$ cat config.mk
export PLATFORM = sky130hd
export DESIGN_NAME = ghash_mul_serial
export DESIGN_NICKNAME = d
export VERILOG_FILES = /design/src/rtl/ghash_mul_serial.sv
export SDC_FILE = /design/constraint.sdc
export NUM_CORES = 1
export LEC_CHECK = 0
export ABC_AREA = 1
export CAP_MARGIN = 20
export CORE_UTILIZATION = 51
export DETAILED_ROUTE_END_ITERATION = 8
export GPL_ROUTABILITY_DRIVEN = 0
export PLACE_DENSITY = 0.86
export SLEW_MARGIN = 20
export SYNTH_ARGS = -nofsm -noshare
export SYNTH_HDL_FRONTEND = slang
export SYNTH_SLANG_ARGS = --single-unit
$ cat constraint.sdc
create_clock -name clk -period 1.85 [get_ports clk]
set_input_delay 0.37 -clock clk [delete_from_list [all_inputs] [get_ports clk]]
set_output_delay 0.37 -clock clk [all_outputs]
set_load 0.05 [all_outputs]
$ cat src/rtl/ghash_mul_serial.sv
// ghash_mul_serial
// -----------------------------------------------------------------------------
// Bit-serial GF(2^128) multiplier for GHASH. It computes
//   z_out = (ac_in ^ blk_in) * h_in
// with one shift-and-add iteration per clock, 128 iterations per product.
// GCM bit order is used throughout: GCM bit i is vector bit [127-i], so the
// operand MSB x[127] is consumed first and V is shifted right each step.
//
// Timing: start accepted at edge N -> done pulses during cycle N+129, and the
// next start is accepted from cycle N+130. z_out changes only on the final
// iteration, so it never shows a partial sum.
//
// Ports
//   clk    : clock, rising edge
//   rst    : synchronous, active-high reset (clears control and datapath)
//   start  : request a new multiply, sampled only in IDLE
//   ac_in  : accumulator value (from the external ac_reg)
//   blk_in : next AAD / ciphertext block
//   h_in   : hash subkey H
//   abort  : cancel the multiply in progress (only with GHASH_MUL_ABORT_EN)
//   busy   : high while iterating
//   done   : one-cycle pulse when z_out holds a new product (drives ac_en)
//   z_out  : product register
//
// Build option
//   GHASH_MUL_ABORT_EN : adds the abort port. Abort in RUN returns to IDLE at
//                        the next edge with no done pulse and z_out unchanged.
//                        Abort is ignored in IDLE and DONE.
// -----------------------------------------------------------------------------
module ghash_mul_serial #(
  parameter int                 WIDTH = 128,
  parameter logic [WIDTH-1:0]   RPOLY = 128'hE100_0000_0000_0000_0000_0000_0000_0000
) (
  input  logic             clk,
  input  logic             rst,
  input  logic             start,
  input  logic [WIDTH-1:0] ac_in,
  input  logic [WIDTH-1:0] blk_in,
  input  logic [WIDTH-1:0] h_in,
`ifdef GHASH_MUL_ABORT_EN
  input  logic             abort,
`endif
  output logic             busy,
  output logic             done,
  output logic [WIDTH-1:0] z_out
);

  typedef enum logic [1:0] {
    IDLE = 2'd0,
    RUN  = 2'd1,
    DONE = 2'd2
  } state_t;

  state_t           state;
  state_t           state_nxt;

  logic [WIDTH-1:0] x_q;
  logic [WIDTH-1:0] v_q;
  logic [WIDTH-1:0] z_q;
  logic [6:0]       cnt;

  logic             abort_req;
  logic             load;
  logic             iterate;
  logic             last_iter;
  logic [WIDTH-1:0] z_acc;

  // Multiply V by x in the reflected GCM representation: a right shift, and
  // when the x^127 coefficient (vector bit 0) falls off, fold it back with
  // the reduction constant.
  function automatic logic [WIDTH-1:0] v_step(input logic [WIDTH-1:0] v);
    logic [WIDTH-1:0] r;
    r = v >> 1;
    if (v[0]) begin
      r = r ^ RPOLY;
    end
    return r;
  endfunction

  // Conditionally add V into Z depending on the current operand bit.
  function automatic logic [WIDTH-1:0] z_step(input logic [WIDTH-1:0] z,
                                              input logic [WIDTH-1:0] v,
                                              input logic             xbit);
    return xbit ? (z ^ v) : z;
  endfunction

`ifdef GHASH_MUL_ABORT_EN
  assign abort_req = abort;
`else
  assign abort_req = 1'b0;
`endif

  assign load      = (state == IDLE) && start;
  assign iterate   = (state == RUN) && !abort_req;
  assign last_iter = iterate && (cnt == 7'd127);
  assign z_acc     = z_step(z_q, v_q, x_q[WIDTH-1]);

  // State register
  always_ff @(posedge clk) begin
    if (rst) begin
      state <= IDLE;
    end else begin
      state <= state_nxt;
    end
  end

  // Next state and outputs
  always_comb begin
    state_nxt = state;
    busy      = 1'b0;
    done      = 1'b0;
    case (state)
      IDLE: begin
        if (start) begin
          state_nxt = RUN;
        end
      end
      RUN: begin
        busy = 1'b1;
        // Abort takes priority over the final iteration as well.
        if (abort_req) begin
          state_nxt = IDLE;
        end else if (cnt == 7'd127) begin
          state_nxt = DONE;
        end
      end
      DONE: begin
        done      = 1'b1;
        state_nxt = IDLE;
      end
      default: begin
        state_nxt = IDLE;
      end
    endcase
  end

  // Iteration counter; wraps to 0 on the last iteration.
  always_ff @(posedge clk) begin
    if (rst) begin
      cnt <= 7'd0;
    end else if (load) begin
      cnt <= 7'd0;
    end else if (iterate) begin
      cnt <= cnt + 7'd1;
    end
  end

  // Operand / working registers. X is shifted left so its MSB is always the
  // bit being consumed; inputs are not resampled outside IDLE.
  always_ff @(posedge clk) begin
    if (rst) begin
      x_q <= '0;
      v_q <= '0;
      z_q <= '0;
    end else if (load) begin
      x_q <= ac_in ^ blk_in;
      v_q <= h_in;
      z_q <= '0;
    end else if (iterate) begin
      x_q <= x_q << 1;
      v_q <= v_step(v_q);
      z_q <= z_acc;
    end
  end

  // Result register: loaded only with the completed sum, held otherwise, so
  // an aborted multiply leaves the previous product visible.
  always_ff @(posedge clk) begin
    if (rst) begin
      z_out <= '0;
    end else if (last_iter) begin
      z_out <= z_acc;
    end
  end

endmodule

==> results.sh <==
export IMPL_ys_warnings_count=0
export IMPL_setup_worst_path_start_class="flop"
export IMPL_synth_top_cells_by_count="1294 x sky130_fd_sc_hd__nand2_1, 521 x sky130_fd_sc_hd__dfxtp_1, 270 x sky130_fd_sc_hd__inv_1, 264 x sky130_fd_sc_hd__nor2_1, 259 x sky130_fd_sc_hd__xor2_1"
export IMPL_layout_area_overhead_vs_synth_pct=31.8
export IMPL_xor_xnor_share_of_the_synthesized_area=0.0965
export IMPL_internal_power_mw=19.7
export IMPL_syn_num_nets=3751
export IMPL_drive_above_1_share=0.0735
export IMPL_share_seq_of_total_power=0.460
export IMPL_largest_family_of_logic_cells_by_synthesized_area="simple AND/OR/NAND/NOR gates"
export IMPL_global_route_wire_length_before_repair_um=107000
export IMPL_grt_overflow=0
export IMPL_dp_cells=4329
export IMPL_clock_path_buffers=3
export IMPL_route_met2_wl_um=33900
export IMPL_numPortBuffers=516
export IMPL_effective_utilization_at_floorplan=0.518
export IMPL_avgRoutedWirePerCell_um=15.5
export IMPL_clockPowerShare=0.411
export IMPL_slew_viol_final=0
export IMPL_power_per_cell_area_nw_per_um2=850
export IMPL_synth_distinct_cells=23
export IMPL_ff2ff_path_depth=10
export IMPL_cts_root_buf="sky130_fd_sc_hd__clkbuf_16"
export IMPL_postRouteWirelength_um=69000
export IMPL_outcome="finished with violations"
export IMPL_hold_vio_cnt_final=0
export IMPL_netlist_top_cells_area="sky130_fd_sc_hd__dfxtp_1 44%, sky130_fd_sc_hd__nand2_1 21%, sky130_fd_sc_hd__xor2_1 9.7%, sky130_fd_sc_hd__inv_1 4.3%, sky130_fd_sc_hd__nor2_1 4.2%"
export IMPL_post_synth_inst_count=3363
export IMPL_fin_skew_ns=0.0111
export IMPL_rows=78
export IMPL_min_delay_worst_endpoint="cnt[4]$_SDFFE_PP0P_"
export IMPL_yosys_cell_count_top_type="sky130_fd_sc_hd__nand2_1"
export IMPL_worstHoldPathType="in2reg"
export IMPL_crit_fanout=18
export IMPL_drtAntennaViolNets=0
export IMPL_num_vias=22748
export IMPL_final_min_clock_period_ns=1.86
export IMPL_timing_slew_headroom=0.539
export IMPL_peak_ir_drop_on_the_vdd_network_uv=781
export IMPL_synth_yosys_seq_area_share=0.444
export IMPL_die_height_um=217
export IMPL_vias_in_the_first_global_route=21172
export IMPL_instances_no_fill=4450
export IMPL_drtPass1Iterations=6
export IMPL_pin_count_of_the_biggest_net_entering_global_routing=134
export IMPL_r2r_slack_ns=0.06
export IMPL_met1Wirelength_um=27200
export IMPL_pwr_share_comb=0.129
export IMPL_r2r_start="cnt[1]$_SDFFE_PP0P_"
export IMPL_final_period_utilization=1.01
export IMPL_synth_compound_area_share=0.0906
export IMPL_initial_antenna_violation_count=14
export IMPL_clock_sinks=521
export IMPL_power_net_switching_mw=6.66
export IMPL_dominantRegCellSynth="sky130_fd_sc_hd__dfxtp_1"
export IMPL_h_tree_depth=2
export IMPL_violations="setup timing"
export IMPL_synth_top_cell_area_share=0.444
export IMPL_count_of_maximum_capacitance_violations=0
export IMPL_route_detailed_vias_per_inst=5.11
export IMPL_clock_fmax_mhz=537
export IMPL_dieWidth_um=217
export IMPL_synth_fa_ha_area_frac=0.000532
export IMPL_post_dp_hpwl_um=46800
export IMPL_critPathCaptureType="primary output"
export IMPL_hold_path_depth=5
export IMPL_clock_slew_at_the_register_clock_pins_of_the_worst_setup_and_hold_paths_ns=0.06
export IMPL_hold_start="rst"
export IMPL_setup_violations=1
export IMPL_p_sw_frac=0.253
export IMPL_top_signal_layer_used="met4"
export IMPL_clock_latency_late_sink_ns=0.60
export IMPL_yosys_area_share_simple=0.280
export IMPL_async_sr_flop_fraction=0
export IMPL_timing_worst_slew_pin_value_ns=0.692
export IMPL_critPathRequiredTime_ns=1.48
export IMPL_core_area_um2=45400
export IMPL_inserted_clock_buffers=53
export IMPL_worst_ep_arrival_time_ns=1.49
export IMPL_synth_ff_latch_count=521
export IMPL_postSynthAreaPerCell_um2=6.99
export IMPL_total_leakage_power_nw=14.2
export IMPL_ios=517
export IMPL_synth_edff_count=0
export IMPL_drt_first_iter_violations=2190
export IMPL_filler_cell_count=3616
export IMPL_synthMuxAreaShare=0
export IMPL_die_area_um2=46900
export IMPL_utilization=0.682
export IMPL_drcViolationCount=0
export IMPL_rsz0062_at_grt="true"
export IMPL_critical_path_reg2reg_endpoint="z_out[79]$_SDFFE_PP0P_"
export IMPL_global_route_usage_total=0.280
export IMPL_finalNetCount=4185
export IMPL_met3_length_um=4430
export IMPL_synth_top_area_cell="sky130_fd_sc_hd__dfxtp_1"
export IMPL_netlist_area_um2=23500
export IMPL_timing_setup_critical_path_class="reg2out"
export IMPL_timing_final_ws_setup_ns=-0.0126
export IMPL_clock_tree_from_tritoncts="yes"
-- through the flow --
| stage | setup WS, ns | hold WS (ns) | instance area, um^2 | power [mW] | setup TNS, ns |
|---|---|---|---|---|---|
| floorplan | 0.0894 | 0.439 | 23500 | 14.0 | 0 |
| global placement | -0.0696 | 0.451 | 29000 | 15.6 | -3.25 |
| detailed placement | -0.122 | 0.464 | 29000 | 15.6 | -9.60 |
| CTS | -0.173 | 0.249 | 30800 | 26.4 | -0.173 |
| global route | -0.0612 | 0.256 | 31000 | 27.3 | -0.516 |
| finish | -0.0126 | 0.279 | 31000 | 26.3 | -0.0126 |
-- power groups by stage --
| stage | registers (mW) | clock network (mW) | logic, mW |
|---|---|---|---|
| final | 12.1 | 10.8 | 3.39 |
| after global routing | 12.2 | 11.4 | 3.70 |
| after CTS | 12.1 | 11.0 | 3.35 |
| after detailed placement | 12.3 | 0 | 3.31 |
| after global placement | 12.3 | 0 | 3.25 |
| after floorplan | 12.2 | 0 | 1.80 |
-- per-layer routing --
| metal | vias to the layer above | GRT usage |
|---|---|---|
| met4 | 0 | 0.154 |
| li1 | 11277 | - |
| met5 | - | 0 |
| met2 | 950 | 0.482 |
| met3 | 187 | 0.0418 |
| met1 | 10334 | 0.334 |
-- cells by family (layout without fill, tap and decap cells) --
family,after synthesis,in the layout
AOI/OAI and AO/OA,394,394
xor gates and xnor gates,259,259
adders and majority gates,1,1
buffers and inverters,486,959
DFF,521,521
other,0,14
and+or+nand+nor,1702,1702
-- state kept, by name, indices dropped and copies added (netlist names) --
register and flops:
cnt 7, state 2, x_q 128, v_q 128, z_q 128, z_out 128
-- worst max-delay path, stage by stage (launching register included) --
cell	delay, ns
sky130_fd_sc_hd__dfxtp_2	0.32
sky130_fd_sc_hd__inv_4	0.12
sky130_fd_sc_hd__nand2_8	0.10
sky130_fd_sc_hd__clkinv_16	0.06
sky130_fd_sc_hd__buf_16	0.14
sky130_fd_sc_hd__buf_12	0.14
-- worst max path at each step --
stage,startpoint,endpoint,slack [ns],cells past startpoint
after floorplan,state[0]$_SDFFE_PP0P_,busy,0.09,4
after global placement,start,x_q[4]$_SDFFE_PP0P_,-0.07,9
after detailed placement,start,x_q[122]$_SDFFE_PP0P_,-0.12,9
after CTS,state[1]$_SDFFE_PP0P_,busy,-0.17,5
after global routing,state[1]$_SDFFE_PP0P_,busy,-0.06,5
final,state[1]$_SDFFE_PP0P_,busy,-0.01,5
-- final cells by class --
| type | instances | area [um^2] | share of cell area |
|---|---|---|---|
| tap | 600 | 751 | 0.0242 |
| timing repair inverter | 1 | 11.3 | 0.000364 |
| sequential | 521 | 10400 | 0.337 |
| antenna | 14 | 35.0 | 0.00113 |
| inverter | 276 | 1070 | 0.0347 |
| timing repair buffer | 588 | 5850 | 0.189 |
| clock inverter | 19 | 228 | 0.00736 |
| multi-input combinational | 2356 | 11000 | 0.357 |
| clock buffer | 75 | 1530 | 0.0494 |
-- placed cells by master (no fill, tap or decap), drive strengths merged --
cell	instances
clkdlybuf4s50	385
dlygate4sd2	2
o21ai	132
nor2	266
bufinv	4
nor3b	1
nand2	1297
a31oi	125
inv	277
a21oi	137
clkbuf	92
nand3	138
ha	1
clkinv	14
clkinvlp	1
dfxtp	521
xor2	259
clkdlybuf4s15	25
diode	14
buf	159
-- what timing repair did --
action / in CTS / in global routing
gates resized for setup: 68 / 39
pin swaps: 0 / 2
hold buffers: 0 / 0
buffers inserted: 0 / 8
gates cloned: 0 / 5
setup endpoints to repair: 41 / 88
Note: power is estimated with default switching activity, not from simulation.
